===== src/rtl/usb_tx_pkg.sv =====
// Shared USB line conventions for the transmit and receive paths:
// SYNC pattern, stuff limit, J/K/SE0 encodings and the TX state type.
package usb_tx_pkg;

    typedef enum logic [2:0] {
        ST_IDLE,
        ST_SYNC,
        ST_DATA,
        ST_EOP_SE0,
        ST_EOP_J
    } tx_state_t;

    localparam logic [7:0] SYNC_BYTE   = 8'h80;
    localparam logic [2:0] STUFF_LIMIT = 3'd6;

    // {d_plus, d_minus}
    localparam logic [1:0] J   = 2'b10;
    localparam logic [1:0] K   = 2'b01;
    localparam logic [1:0] SE0 = 2'b00;

    // NRZI: a 0 toggles J<->K, a 1 holds the line.
    function automatic logic [1:0] nrzi_next(input logic [1:0] line, input logic bit_val);
        if (bit_val) begin
            return line;
        end
        return (line == J) ? K : J;
    endfunction

    function automatic logic [2:0] ones_next(input logic [2:0] ones, input logic bit_val);
        return bit_val ? ones + 3'd1 : 3'd0;
    endfunction

endpackage


===== src/rtl/tx_bit_timer.sv =====
// Bit-time counter: bit_strobe marks the last clk of each bit time,
// pre_strobe the clk before it. Held at zero while disabled.
module tx_bit_timer #(
    parameter int CLKS_PER_BIT = 8
) (
    input  logic clk,
    input  logic n_rst,
    input  logic enable,
    output logic bit_strobe,
    output logic pre_strobe
);
    localparam int CW = (CLKS_PER_BIT > 2) ? $clog2(CLKS_PER_BIT) : 1;
    localparam logic [CW-1:0] LAST = CW'(CLKS_PER_BIT - 1);
    localparam logic [CW-1:0] PRE  = CW'(CLKS_PER_BIT - 2);

    logic [CW-1:0] cnt_reg;

    always_ff @(posedge clk or negedge n_rst) begin
        if (!n_rst) begin
            cnt_reg <= '0;
        end else if (!enable || cnt_reg == LAST) begin
            cnt_reg <= '0;
        end else begin
            cnt_reg <= cnt_reg + 1'b1;
        end
    end

    assign bit_strobe = enable && (cnt_reg == LAST);
    assign pre_strobe = enable && (cnt_reg == PRE);

endmodule


===== src/rtl/usb_tx.sv =====
// USB full-speed packet transmitter: SYNC, FIFO payload, EOP, sent LSB
// first with bit stuffing and NRZI onto registered D+/D- lines.
module usb_tx
    import usb_tx_pkg::*;
#(
    parameter int CLKS_PER_BIT = 8
) (
    input  logic       clk,
    input  logic       n_rst,
    input  logic       tx_start,
    input  logic       tx_empty,
    input  logic [7:0] tx_data,
    output logic       tx_ren,
    output logic       d_plus,
    output logic       d_minus,
    output logic       tx_busy,
    output logic       tx_done
);
    tx_state_t  state_reg;
    logic [7:0] shift_reg;
    logic [2:0] bit_cnt_reg;
    logic [2:0] ones_cnt_reg;
    logic       eop_cnt_reg;
    logic [1:0] line_reg;
    logic       tx_busy_reg;
    logic       tx_ren_reg;
    logic       tx_done_reg;

    logic bit_strobe;
    logic pre_strobe;
    logic byte_end;

    tx_bit_timer #(.CLKS_PER_BIT(CLKS_PER_BIT)) u_timer (
        .clk        (clk),
        .n_rst      (n_rst),
        .enable     (tx_busy_reg),
        .bit_strobe (bit_strobe),
        .pre_strobe (pre_strobe)
    );

    // Last bit of a byte is on the line and no stuff bit is still owed.
    assign byte_end = (state_reg == ST_SYNC || state_reg == ST_DATA) &&
                      (bit_cnt_reg == 3'd7) && (ones_cnt_reg != STUFF_LIMIT);

    always_ff @(posedge clk or negedge n_rst) begin
        if (!n_rst) begin
            state_reg    <= ST_IDLE;
            shift_reg    <= '0;
            bit_cnt_reg  <= '0;
            ones_cnt_reg <= '0;
            eop_cnt_reg  <= 1'b0;
            line_reg     <= J;
            tx_busy_reg  <= 1'b0;
            tx_ren_reg   <= 1'b0;
            tx_done_reg  <= 1'b0;
        end else begin
            // Pop decision is made one clk early so tx_ren lines up with the strobe.
            tx_ren_reg  <= pre_strobe && byte_end && !tx_empty;
            tx_done_reg <= 1'b0;
            case (state_reg)
                ST_IDLE: begin
                    if (tx_start && !tx_done_reg) begin
                        state_reg    <= ST_SYNC;
                        bit_cnt_reg  <= '0;
                        ones_cnt_reg <= '0;
                    end
                end
                ST_SYNC, ST_DATA: begin
                    if (!tx_busy_reg) begin
                        tx_busy_reg  <= 1'b1;
                        line_reg     <= nrzi_next(line_reg, SYNC_BYTE[0]);
                        ones_cnt_reg <= ones_next(3'd0, SYNC_BYTE[0]);
                        shift_reg    <= {1'b0, SYNC_BYTE[7:1]};
                        bit_cnt_reg  <= '0;
                    end else if (bit_strobe) begin
                        if (ones_cnt_reg == STUFF_LIMIT) begin
                            line_reg     <= nrzi_next(line_reg, 1'b0);
                            ones_cnt_reg <= '0;
                        end else if (bit_cnt_reg != 3'd7) begin
                            line_reg     <= nrzi_next(line_reg, shift_reg[0]);
                            ones_cnt_reg <= ones_next(ones_cnt_reg, shift_reg[0]);
                            shift_reg    <= {1'b0, shift_reg[7:1]};
                            bit_cnt_reg  <= bit_cnt_reg + 3'd1;
                        end else if (tx_ren_reg) begin
                            state_reg    <= ST_DATA;
                            line_reg     <= nrzi_next(line_reg, tx_data[0]);
                            ones_cnt_reg <= ones_next(ones_cnt_reg, tx_data[0]);
                            shift_reg    <= {1'b0, tx_data[7:1]};
                            bit_cnt_reg  <= '0;
                        end else begin
                            state_reg   <= ST_EOP_SE0;
                            line_reg    <= SE0;
                            eop_cnt_reg <= 1'b0;
                        end
                    end
                end
                ST_EOP_SE0: begin
                    if (bit_strobe) begin
                        if (eop_cnt_reg) begin
                            state_reg <= ST_EOP_J;
                            line_reg  <= J;
                        end else begin
                            eop_cnt_reg <= 1'b1;
                        end
                    end
                end
                ST_EOP_J: begin
                    if (bit_strobe) begin
                        state_reg    <= ST_IDLE;
                        line_reg     <= J;
                        tx_busy_reg  <= 1'b0;
                        tx_done_reg  <= 1'b1;
                        shift_reg    <= '0;
                        bit_cnt_reg  <= '0;
                        ones_cnt_reg <= '0;
                        eop_cnt_reg  <= 1'b0;
                    end
                end
                default: state_reg <= ST_IDLE;
            endcase
        end
    end

    assign d_plus  = line_reg[1];
    assign d_minus = line_reg[0];
    assign tx_busy = tx_busy_reg;
    assign tx_ren  = tx_ren_reg;
    assign tx_done = tx_done_reg;

endmodule


===== config.mk =====
export PLATFORM = sky130hd
export DESIGN_NAME = usb_tx
export DESIGN_NICKNAME = d
export VERILOG_FILES = /design/src/rtl/usb_tx_pkg.sv /design/src/rtl/tx_bit_timer.sv /design/src/rtl/usb_tx.sv
export SDC_FILE = /design/constraint.sdc
export NUM_CORES = 1
export LEC_CHECK = 0
export CAP_MARGIN = 15
export CORE_MARGIN = 4
export CORE_UTILIZATION = 30
export CTS_CLUSTER_DIAMETER = 40
export CTS_CLUSTER_SIZE = 16
export DETAILED_ROUTE_END_ITERATION = 10
export SYNTH_ARGS = -nofsm -noshare
export SYNTH_HDL_FRONTEND = slang
export SYNTH_SLANG_ARGS = --single-unit

===== constraint.sdc =====
create_clock -name clk -period 2.6 [get_ports clk]
set_input_delay 0.65 -clock clk [delete_from_list [all_inputs] [get_ports clk]]
set_output_delay 0.65 -clock clk [all_outputs]
set_load 0.005 [all_outputs]

==> results.txt <==
The library cell appearing most often on the critical path is ha_1. The clock period minus worst slack is 2.292 ns. The setup TNS after final layout is 0 ns. The routed wire length on met3 is 87 µm. After detailed routing, the number of remaining DRC violations is 0. The run finished with clean final reports.

The data arrival time of the critical path came out at 2.46 ns. The reported leakage power came out at 0.8226 nW. The worst min-delay path class is flip-flop to flip-flop.

The total area inside the core boundary comes to 0.004817 mm². The slowest stage of the critical path belongs to the cell dfrtp_1. Measured against its own limit, the worst slew margin works out to 70.56%. The placed wire-length estimate is 2298 µm. Of all flip-flops after synthesis, the portion carrying an async set or reset was 100.0%. The post-route met1 wirelength came out at 1587 µm. The worst hold margin came out at 0.4636 ns. The quantity of hold-fixing buffers added after cts came out at 0. Summing all flip-flop and latch instances after layout gives 626.9 µm². The pre-antenna-repair detailed-routing pass consisted of 4 iterations.

The area growth from synthesis to final layout came out at 18.67%. The starting density of the core came out at 31.58%. The post-CTS setup-driven buffer insertion count is 0. Across the routed clock network, the largest skew measured is 0.002799 ns. The synthesis warning total came out at 0. In this run the number of H-tree levels came out at 1. The clock-pin slew on the worst setup and hold paths came out at 0.10 ns. The area of the multi-input gates came out at 837.1 µm². The worst-case clock buffer depth is 2. The number of global-route vias before repair came out at 1128.

The sequential area share after synthesis is 41.20%. The via total after detailed routing came out at 1124. The number of nets produced by synthesis came out at 172. The count of buffers from port buffering is 16.

The library cells used most frequently in the layout, excluding fill and tap cells, are dfrtp_1 (24), nor2_1 (17), clkdlybuf4s50_1 (16). The worst setup path is launched from a flip-flop. The worst setup path is of the flip-flop to flip-flop kind. The synthesized design contains 0 enable-type register cells.

The routed wire length on met2 came out at 1397 µm. The count of different cell masters after synthesis is 47. The number of flip-flops under the largest register name is 7.

The die is 79.22 µm tall. Global routing used 10.54% of the available tracks. The number of fill cells came out at 509. The number of hold violations in the final report came to 0. The share of cells above drive strength 1 came out at 12.94%. The number of buffers added by the clock tree synthesis step is 3.

The transition at the pin with the smallest max-transition slack is 0.4417 ns. The library cell used most frequently in the layout, excluding fill and tap cells, is dfrtp_1. The power per unit of standard cell area is 365.3 mW/mm². The instance area after placement came out at 0.001757 mm². The portion of the clock cycle consumed by the worst path in the final layout is 88.15%. The worst setup path is captured at a flip-flop. The number of I/O pins came out at 17. The post-detailed-route wirelength per cell came out at 13.01 µm. The number of diodes added for antenna fixing came out at 0. In the post-route analysis, the smallest setup slack over all paths is 0.3082 ns. The congestion estimate from routability-driven global placement came to 0.8384. The register bit total from synthesis came out at 25.

The floorplan die area is 0.006275 mm². The minimum setup slack after placement is 0.3156 ns. The achievable clock frequency came out at 436.3 MHz. Walking the worst path, the cells encountered are ha_1, ha_1, nor2b_1, a21oi_1, a21boi_0, o21ai_4, mux2_2. The cell area after synthesis is 0.001521 mm².

In this run the core area contains 25 standard-cell rows. Ranked by total cell area, the synthesized netlist is headed by dfrtp_1 (39%), ha_1 (5.8%), mux2_2 (5.2%). The detailed-route vias per instance is 4.743.

The sink count of the clock tree came out at 25. The die is 79.22 µm wide. The data required time of the critical path came out at 2.77 ns.

The total wire length came out at 3084 µm. The top routing layer in use is met4. A synthesized cell averages 9.944 µm². The number of resized instances in the post-cts repair step came out at 0. The maximum fanout along the worst path is 8. For this run the aggregate overflow at the end of global routing stands at 0. The clock insertion delay at the later pin of the skew report is 0.27 ns.

Setup repair after global routing left no endpoint under its margin. The area share of the largest cell type after synthesis came out at 39.47%. The final standard cell area without fillers came out at 0.001805 mm². The first global-routing pass estimated 5368 µm of wire.

The tree is rooted in a clkbuf_8. The core occupancy in the finished layout is 37.48%. The cell type contributing the most total cell area after synthesis is dfrtp_1. Once detail routing completed, the nets flagged for antenna violations numbered 0. The largest net degree at the start of global routing is 26. The number of antenna violations at the first check in global routing is 0.

The final layout contains 190 nets. The largest stage delay on the critical path is 0.41 ns. The cell count after synthesis came out at 153. The final number of setup-violating endpoints came out at 0. The detailed router finished its first iteration with 40 violations. The tool flagged a number of max-cap violations equal to 0.

The final-report max-slew violation count is 0. VDD sags by at most 0.2473 mV. TritonCTS built the clock tree. The primary flip-flop cell chosen by synthesis mapping is dfrtp_1.
==> routing by layer <==
metal  vias up  track usage, %
met3         2           2.381
met4         0           1.890
met5         -               0
met1       527           15.48
met2        16           15.91
li1        579               -
==> cell type report <==
| cell class | instances | area share, % |
|---|---|---|
| multi-input cells | 115 | 46.36 |
| flip-flops and latches | 25 | 34.72 |
| well taps | 67 | 4.643 |
| inverters | 7 | 1.455 |
| repair buffers | 19 | 10.12 |
| clock buffers | 3 | 2.287 |
| clock inverters | 1 | 0.4158 |
==> where the power goes <==
part	internal, mW	leakage [nW]	switching (mW)
clock network	0.109	0.0217	0.136
logic	0.0159	0.480	0.0105
registers	0.389	0.320	0
==> critical path: cells and delay by family (launching register included) <==
family | cells | cell delay, ns
flip-flops | 1 | 0.41
multiplexers | 1 | 0.37
AND/OR/NAND/NOR | 1 | 0.21
AO/OA/AOI/OAI | 3 | 0.68
adder cells (fa/ha/maj) | 2 | 0.51
==> logic make-up after synthesis <==
| logic type | Yosys count | synth area share [%] |
|---|---|---|
| xor gates and xnor gates | 1 | 1.069 |
| DFF | 25 | 41.20 |
| buffers and inverters | 13 | 3.783 |
| muxes | 20 | 14.47 |
| AOI/OAI and AO/OA | 28 | 13.73 |
| adders and majority gates | 8 | 6.414 |
| and+or+nand+nor | 58 | 19.33 |
==> cell usage after synthesis, types with 2 or more instances <==
cell type,n
nor3_1,2
nand2_1,12
a31oi_1,2
or3_1,2
o21ai_0,3
nand3_1,7
ha_1,7
inv_1,7
a21oi_1,5
o311ai_0,2
mux2i_1,7
clkbuf_1,2
buf_4,2
dfrtp_1,24
a21boi_0,2
o21ai_1,2
and2_1,2
nor3b_1,2
nand2b_1,5
mux2_1,5
nor2b_1,3
mux2_2,7
nor2_1,17
==> per-stage QoR <==
step / total power [mW] / std cells
2_1_floorplan: 0.3975 / 153
3_3_place_gp: 0.4237 / 233
3_5_place_dp: 0.4239 / 233
4_1_cts: 0.6686 / 237
5_1_grt: 0.6857 / 237
6_report: 0.6595 / 237
==> worst paths after layout <==
| check | from | end | cells after the start | slack [ns] |
|---|---|---|---|---|
| worst max-delay path | bit_cnt_reg[0] | shift_reg[1] | 7 | 0.31 |
| worst min-delay path | u_timer.cnt_reg[0] | u_timer.cnt_reg[0] | 1 | 0.46 |
| worst max register to register | bit_cnt_reg[0] | shift_reg[1] | 7 | 0.31 |
| worst min register to register | u_timer.cnt_reg[0] | u_timer.cnt_reg[0] | 1 | 0.46 |
| max in group asynchronous | n_rst | line_reg[1] | 2 | 1.56 |
| min in group asynchronous | n_rst | state_reg[0] | 2 | 0.74 |
Note: power is estimated with default switching activity, not from simulation.
